`src/rtl/console_uart_tx.sv`:
```
// console_uart_tx -- memory-mapped console transmitter for the CPU debug bus.
// CPU byte writes to DATA are queued in a FIFO and sent on tx_o as 8N1 frames,
// LSB first. Read data follows the access by one cycle.
// Optional build macro: CONSOLE_UART_PARITY_EN adds an even-parity bit (8E1).
// Ports:
//   clk_i        clock, rising edge
//   rst_i        asynchronous active-high reset
//   addr_i       byte address, [3:2] select DATA/STAT/DIV/unused
//   wdata_cpu_i  CPU write data
//   wr_en_i      write strobe
//   stall_o      holds the CPU while a DATA write finds the FIFO full
//   data_cpu_o   read data for the address presented the previous cycle
//   tx_o         serial output, idle high
module console_uart_tx #(
  parameter int unsigned FIFO_DEPTH  = 16,
  parameter logic [15:0] DEFAULT_DIV = 16'd434
) (
  input  logic        clk_i,
  input  logic        rst_i,
  input  logic [3:0]  addr_i,
  input  logic [31:0] wdata_cpu_i,
  input  logic        wr_en_i,
  output logic        stall_o,
  output logic [31:0] data_cpu_o,
  output logic        tx_o
);

  localparam int unsigned AW = (FIFO_DEPTH > 1) ? $clog2(FIFO_DEPTH) : 1;

  typedef enum logic [2:0] {
    S_IDLE,
    S_START,
    S_DATA,
`ifdef CONSOLE_UART_PARITY_EN
    S_PARITY,
`endif
    S_STOP
  } state_e;

  logic [1:0]    sel;
  logic          push, pop, flush, div_wr, full, empty;
  logic [AW-1:0] wr_ptr_q, rd_ptr_q;
  logic [AW:0]   count_q;
  logic [7:0]    mem_q [FIFO_DEPTH];
  logic [15:0]   div_q;
  logic [1:0]    addr_r_q;
  state_e        state_q;
  logic [7:0]    shift_q;
  logic [15:0]   div_l_q, baud_q;
  logic [2:0]    bit_q;
  logic          tx_q;
  logic [8:0]    count_ext;
  logic          unused_ok;
`ifdef CONSOLE_UART_PARITY_EN
  logic          par_q;
`endif

  assign unused_ok = ^{addr_i[1:0], wdata_cpu_i[31:16]};

  assign sel     = addr_i[3:2];
  assign full    = (count_q == (AW+1)'(FIFO_DEPTH));
  assign empty   = (count_q == '0);
  // full comes from the registered count, so a pop in this cycle cannot release the stall
  assign stall_o = wr_en_i && (sel == 2'd0) && full;
  assign push    = wr_en_i && (sel == 2'd0) && !full;
  assign flush   = wr_en_i && (sel == 2'd1) && wdata_cpu_i[0];
  assign div_wr  = wr_en_i && (sel == 2'd2);
  assign pop     = (state_q == S_IDLE) && !empty && !flush;
  assign tx_o    = tx_q;

  always_ff @(posedge clk_i or posedge rst_i) begin
    if (rst_i) begin
      wr_ptr_q <= '0;
      rd_ptr_q <= '0;
      count_q  <= '0;
    end else if (flush) begin
      wr_ptr_q <= '0;
      rd_ptr_q <= '0;
      count_q  <= '0;
    end else begin
      if (push) wr_ptr_q <= wr_ptr_q + 1'b1;
      if (pop)  rd_ptr_q <= rd_ptr_q + 1'b1;
      if (push && !pop)      count_q <= count_q + 1'b1;
      else if (pop && !push) count_q <= count_q - 1'b1;
    end
  end

  always_ff @(posedge clk_i) begin
    if (push) mem_q[wr_ptr_q] <= wdata_cpu_i[7:0];
  end

  always_ff @(posedge clk_i or posedge rst_i) begin
    if (rst_i) begin
      div_q    <= DEFAULT_DIV;
      addr_r_q <= '0;
    end else begin
      addr_r_q <= sel;
      if (div_wr) div_q <= (wdata_cpu_i[15:0] == '0) ? 16'd1 : wdata_cpu_i[15:0];
    end
  end

  // tx_q is registered from the current state, so the line lags the FSM by one
  // cycle uniformly; every bit still lasts exactly div_l cycles.
  always_ff @(posedge clk_i or posedge rst_i) begin
    if (rst_i) begin
      state_q <= S_IDLE;
      shift_q <= '0;
      div_l_q <= 16'd1;
      baud_q  <= '0;
      bit_q   <= '0;
      tx_q    <= 1'b1;
`ifdef CONSOLE_UART_PARITY_EN
      par_q   <= 1'b0;
`endif
    end else begin
      case (state_q)
        S_IDLE: begin
          tx_q <= 1'b1;
          if (pop) begin
            shift_q <= mem_q[rd_ptr_q];
            div_l_q <= div_q;
            baud_q  <= div_q - 1'b1;
`ifdef CONSOLE_UART_PARITY_EN
            par_q   <= ^mem_q[rd_ptr_q];
`endif
            state_q <= S_START;
          end
        end
        S_START: begin
          tx_q <= 1'b0;
          if (baud_q == '0) begin
            baud_q  <= div_l_q - 1'b1;
            bit_q   <= '0;
            state_q <= S_DATA;
          end else begin
            baud_q <= baud_q - 1'b1;
          end
        end
        S_DATA: begin
          tx_q <= shift_q[0];
          if (baud_q == '0) begin
            baud_q  <= div_l_q - 1'b1;
            shift_q <= {1'b0, shift_q[7:1]};
            if (bit_q == 3'd7) begin
`ifdef CONSOLE_UART_PARITY_EN
              state_q <= S_PARITY;
`else
              state_q <= S_STOP;
`endif
            end else begin
              bit_q <= bit_q + 1'b1;
            end
          end else begin
            baud_q <= baud_q - 1'b1;
          end
        end
`ifdef CONSOLE_UART_PARITY_EN
        S_PARITY: begin
          tx_q <= par_q;
          if (baud_q == '0) begin
            baud_q  <= div_l_q - 1'b1;
            state_q <= S_STOP;
          end else begin
            baud_q <= baud_q - 1'b1;
          end
        end
`endif
        S_STOP: begin
          tx_q <= 1'b1;
          if (baud_q == '0) state_q <= S_IDLE;
          else              baud_q  <= baud_q - 1'b1;
        end
        default: begin
          tx_q    <= 1'b1;
          state_q <= S_IDLE;
        end
      endcase
    end
  end

  assign count_ext = 9'(count_q);

  always_comb begin
    data_cpu_o = '0;
    case (addr_r_q)
      2'd1: begin
        data_cpu_o[0]    = empty;
        data_cpu_o[1]    = full;
        data_cpu_o[2]    = (state_q != S_IDLE);
        data_cpu_o[15:8] = count_ext[7:0];
      end
      2'd2:    data_cpu_o[15:0] = div_q;
      default: data_cpu_o = '0;
    endcase
  end

endmodule

```
`config.mk`:
```
export PLATFORM = sky130hd
export DESIGN_NAME = console_uart_tx
export DESIGN_NICKNAME = d
export VERILOG_FILES = /design/src/rtl/console_uart_tx.sv
export SDC_FILE = /design/constraint.sdc
export NUM_CORES = 1
export LEC_CHECK = 0
export BUFFER_PORTS_ARGS = -buffer_cell sky130_fd_sc_hd__buf_2
export CAP_MARGIN = 5
export CORE_ASPECT_RATIO = 1.5
export CORE_MARGIN = 1.5
export CORE_UTILIZATION = 52
export CTS_BUF_LIST = sky130_fd_sc_hd__clkbuf_2 sky130_fd_sc_hd__clkbuf_4 sky130_fd_sc_hd__clkbuf_8
export DETAILED_ROUTE_END_ITERATION = 8
export MAX_ROUTING_LAYER = met4
export PLACE_DENSITY = 0.79
export SETUP_SLACK_MARGIN = 0.02
export SYNTH_ARGS = -nofsm -noshare
export SYNTH_HDL_FRONTEND = slang
export SYNTH_SLANG_ARGS = --single-unit
export TNS_END_PERCENT = 50
```
`constraint.sdc`:
```
create_clock -name clk_i -period 2.55 [get_ports clk_i]
set_clock_uncertainty 0.1 [all_clocks]
set_input_delay 0.6375 -clock clk_i [delete_from_list [all_inputs] [get_ports clk_i]]
set_output_delay 0.6375 -clock clk_i [all_outputs]
set_load 0.05 [all_outputs]
```
After elaboration in Yosys (flattened, before gate mapping) --
Memory sizes are Yosys's and may differ from the RTL's. Index checks and enable logic that the tools add are counted.
Operators by class: $add $sub $neg 8, equal/unequal tests 16, reductions and logical operators 33, mux-type cells 30
Operators with widths (number):
- 16-bit 2-to-1 mux | 4
- 16-bit case mux with 3 select lines | 1
- 16-bit by 1-bit subtractor with 16-bit output, second input constant | 3
- 16-bit logical NOT | 2
- 8-bit case mux with 2 select lines | 2
- 3-bit 2-to-1 mux | 7
- 5-bit 2-to-1 mux | 4
- 4-bit 2-to-1 mux | 4
- 8-bit 2-to-1 mux | 2
- 2-bit inequality test, second input constant | 7
- 3-bit case mux with 2 select lines | 2
- 3-bit case mux with 4 select lines | 1
- 1-bit logical AND | 10
- 3-bit nonzero test | 3
- 4-bit by 1-bit adder with 4-bit output, second input constant | 2
- 2-bit nonzero test | 4
- 3-bit by 2-bit == test with 1-bit output, second input constant | 2
- 3-bit AND reduction | 2
- 5-bit by 1-bit adder with 5-bit output, second input constant | 1
- 5-bit == test, second input constant | 1
- 1-bit logical NOT | 5
- 5-bit logical NOT | 1
- 5-bit AND reduction | 1
- 5-bit by 1-bit subtractor with 5-bit output, second input constant | 1
- other kinds (12) | 15
Word-level totals: output and inout bits 34, memories 1, register bits after elaboration 78, RAM bits 128, logic and storage cells 99, input bits 39
Memories:
- mem_q | depth 16, width 8, rd ports 1, clocked after Yosys merged registers in 0, write ports 1, line 44 | logic [7:0] mem_q [FIFO_DEPTH];

Depth between registers and ports, before layout --
depth after elaboration 9, gate-level depth with buffers 11, gate-level depth less buffers 11

Least setup slack after synthesis --
Ideal clock, no wire load.
kind input port to flip-flop, from in addr_i[2], to reg count_q[4], setup slack -0.412 ns, buffers on the path 0, library setup time 0.132 ns, data arrival time 2.730 ns, stages 10, cells stage by stage or3b_2 a21oi_1 nand2_1 fa_1 a21o_1 a21oi_1 nand2b_1 o22ai_1 xnor2_1 nor2_1
On the way: longest elaborated chain between the ends 9, elaborated cells between the ends (all ways) 15
RTL lines:
- from (decl) | line 20 | input logic [3:0] addr_i,
- 2-bit by 1-bit == test with 1-bit output | line 66 | assign flush = wr_en_i && (sel == 2'd1) && wdata_cpu_i[0];
- 1-bit logical AND (2 in series) | line 66
- 1-bit logical NOT | line 68 | assign pop = (state_q == S_IDLE) && !empty && !flush;
- 1-bit logical AND | line 68
- 1-bit logical NOT | line 83 | if (push && !pop) count_q <= count_q + 1'b1;
- 1-bit logical AND | line 83
- 5-bit 2-to-1 mux | line 83
- 5-bit 2-to-1 mux | line 76 | end else if (flush) begin
- to (signal assigned) | line 83
- to (signal assigned) | line 84 | else if (pop && !push) count_q <= count_q - 1'b1;
- to (decl) | line 43 | logic [AW:0] count_q;
Several ways; a longest one is shown, not always the timed one. A chain may end at the register's enable or synchronous reset.

Worst setup path in the final report --
from reg count_q[0], to out data_cpu_o[0]
On the way: longest elaborated chain between the ends 2
RTL lines:
- 5-bit logical NOT | line 62 | assign empty = (count_q == '0);
- 3-bit case mux with 2 select lines | line 185 | case (addr_r_q)
- to (decl) | line 24 | output logic [31:0] data_cpu_o,
No other way between the ends.

==> flow_summary.json <==
{
  "grt_pass1_vias": 7284,
  "path_class": "reg2out",
  "cp_common_cell": "buf_6",
  "ys.flop_type": "edfxtp_1",
  "arrival_ns": 2.17,
  "worstHoldPathType": "in2async",
  "grt_pass1_wl_um": 38570,
  "cts_root_buf": "clkbuf_8",
  "relSlewSlack_pct": 58.72,
  "drtIter0Drc": 724,
  "finalSetupViolCount": 6,
  "cts_hold_buffers": 0,
  "synth_top_cell_area_share_pct": 37.79,
  "routed-via-count": 7272,
  "worstSkewPairLatency_ns": 0.57,
  "cts_buffers": 29,
  "slowest_stage": "or4_4",
  "clk_path_buf_depth": 3,
  "avgSynthCellArea_um2": 12.05,
  "cts_tree": "yes",
  "synth_area_um2": 10170,
  "wl_met3_um": 1248,
  "period_share_pct": 114.2,
  "io_buffers": 38,
  "routedLengthMet1_um": 8969,
  "drc": 0,
  "post-route-min-period_ns": 2.912,
  "gp_congestion": 0.8883,
  "htreeDepth": 1,
  "die_x_um": 117.2,
  "fill_cells": 1412,
  "path_clk_slew_ns": 0.07,
  "track_usage_pct": 25.80,
  "p_per_area_nw_per_um2": 1088,
  "die_h_um": 174.3,
  "crit_path_end_kind": "output pin",
  "hold_violations": 0,
  "grt_max_degree": 78,
  "ys_warn_count": 0,
  "avgRoutedWirePerCell_um": 20.11,
  "violations": "setup timing",
  "clock_sinks": 205,
  "rsz0062_at_grt": "true",
  "critPathMaxFanout": 2,
  "rows": 62,
  "crit_family": "simple AND/OR/NAND/NOR gates",
  "fin_nets": 1033,
  "cp_slowest_stage_delay_ns": 0.54,
  "drv_slew": 0,
  "start_util_pct": 53.08,
  "yosysTopAreaCell": "edfxtp_1",
  "synth_edf_count": 128,
  "met2_length_um": 13260,
  "vias_per_cell": 5.822,
  "post-dp-hpwl_um": 17460,
  "drive_above_1_share_pct": 28.30,
  "worst_pin_slew_ns": 0.6148,
  "grt_remaining_overflow": 0,
  "postLayoutCoreUtil_pct": 64.36,
  "yosysUniqueCellTypes": 73,
  "antenna_cells": 0,
  "antenna_found_initial": 0,
  "status": "finished with violations",
  "setup_tns_ns": -0.9652,
  "die-area_um2": 20420,
  "ys_seq_elements": 205,
  "synth_async_sr_flop_share_pct": 37.56,
  "synthToLayoutAreaGrowth_pct": 21.24,
  "p_leak_nw": 4.847,
  "drv_cap": 0,
  "synthCells": 844,
  "drt-total-wl_um": 25110,
  "highest_layer": "met4",
  "synth_area_leaders": "edfxtp_1 38%, dfrtp_1 17%, mux4_2 3.8%",
  "vdd_drop_max_v": 0.0004860,
  "finalPower_mw": 13.42,
  "dr.pass1.iters": 8,
  "seq_area_frac_synth_pct": 56.82,
  "ioPinCount": 73,
  "timing.fmax_mhz": 343.5,
  "startpoint_type": "register",
  "crit_chain": "or4_4 > buf_6 > nor2_4 > a22oi_2 > nor2_1 > buf_6",
  "ant_nets": 0,
  "cp.required_ns": 1.81,
  "setup_slack_ns": -0.3616,
  "coreArea_um2": 19160,
  "worst-path-buf-inv": 2
}
==> cell usage in the layout, fill, tap and decap left out, types with 7 or more instances in the layout <==
| cell type | instances |
|---|---|
| buf_2 | 24 |
| nand2_1 | 89 |
| dfstp_2 | 7 |
| clkinv_1 | 9 |
| o21ai_0 | 26 |
| inv_1 | 17 |
| and2_1 | 14 |
| mux4_2 | 17 |
| a22o_1 | 7 |
| mux2_2 | 17 |
| dfrtp_1 | 69 |
| nor4_1 | 11 |
| nand3_1 | 25 |
| mux2i_1 | 37 |
| nor2b_1 | 8 |
| buf_6 | 15 |
| nor2_1 | 56 |
| a31oi_1 | 7 |
| a21oi_1 | 27 |
| clkbuf_8 | 29 |
| nand2b_1 | 8 |
| buf_12 | 12 |
| a22oi_1 | 14 |
| xnor2_1 | 23 |
| xor2_1 | 22 |
| edfxtp_1 | 128 |
| conb_1 | 16 |
| buf_4 | 92 |
| ha_1 | 18 |
| nor3_1 | 8 |
==> metrics by stage <==
step | std cells | cell area [um^2] | hold WS [ns] | worst slack [ns]
floorplan | 859 | 10240 | 0.3669 | -0.3233
global placement | 1183 | 11280 | 0.3858 | -0.3771
detailed placement | 1183 | 11280 | 0.3888 | -0.4405
CTS | 1246 | 12190 | 0.08700 | -0.3442
global route | 1249 | 12330 | 0.1286 | -0.3912
finish | 1249 | 12330 | 0.06284 | -0.3616
==> cell usage after synthesis, drive strengths merged (13+ instances only) <==
cell	count
xor2	22
mux2	17
nor4	13
inv	21
mux2i	37
edfxtp	128
nand3	25
and2	19
ha	21
clkbuf	29
nor2	57
dfrtp	70
xnor2	23
a22oi	16
o21ai	29
a21oi	30
mux4	17
nand2	91
buf	33
==> cell type report <==
type                       instances  area, um^2  share of cell area (%)
sequential                       205        5781                   46.88
multi-input combinational        571        4260                   34.55
timing repair buffer             144        1227                   9.953
clock buffer                      30       406.6                   3.297
tap                              256       320.3                   2.597
clock inverter                    22       254.0                   2.060
inverter                          21       82.58                  0.6696
==> worst reg2reg max path, cell delays in order (launching register included) <==
cell      delay, ns
dfrtp_1        0.40
or4_4          0.54
buf_4          0.16
o21ai_2        0.15
nand2_2        0.11
fa_2           0.36
a21o_1         0.20
a21oi_2        0.15
nand2b_1       0.08
o22ai_2        0.13
xnor2_1        0.14
nor2_1         0.05
==> kinds of logic (layout without fill, tap and decap cells) <==
| family | Yosys count | after routing | synth area share (%) |
|---|---|---|---|
| xor gates and xnor gates | 45 | 45 | 3.875 |
| AOI/OAI and AO/OA | 139 | 139 | 9.239 |
| adders and majority gates | 22 | 22 | 2.780 |
| and+or+nand+nor | 278 | 278 | 14.10 |
| DFF | 205 | 205 | 56.82 |
| muxes | 71 | 71 | 9.288 |
| other | 1 | 16 | 0.03687 |
| buffers and inverters | 83 | 217 | 3.863 |
==> state kept, by name, summed over array words and instances, names as in the netlist <==
signal,cells
rd_ptr_q,4
wr_ptr_q,4
bit_q,3
count_q,5
mem_q,128
state_q,2
shift_q,8
div_q,16
addr_r_q,2
div_l_q,16
baud_q,16
tx_o,1
==> worst paths after layout <==
path,startpoint,endpoint,slack (ns),depth (start not counted)
min in group clk_i,addr_i[3],addr_r_q[1],0.18,2
setup reg to reg,count_q[0],count_q[4],-0.13,11
hold / removal,rst_i,addr_r_q[0],0.06,3
max in group asynchronous,rst_i,tx_o,1.87,3
hold reg to reg,div_l_q[15],div_l_q[15],0.40,2
setup / recovery,count_q[0],data_cpu_o[0],-0.36,6
==> what timing repair did <==
item	4_1_cts	5_1_grt
buffers inserted	11	7
gates resized for setup	47	29
pin swaps	8	7
setup endpoints to repair	19	75
==> power by group <==
group          total (mW)  internal [mW]  switching [mW]
logic                5.77           2.59            3.18
clock network        2.94           1.69            1.25
registers            4.70           4.10           0.606
total                13.4           8.38            5.04
==> metal layers <==
layer	global-route usage, %	vias to the layer above
met4	15.86	0
met1	27.76	3560
met5	-	-
met2	43.73	267
li1	-	3336
met3	4.045	109
Power figures use the tool's default switching activity.
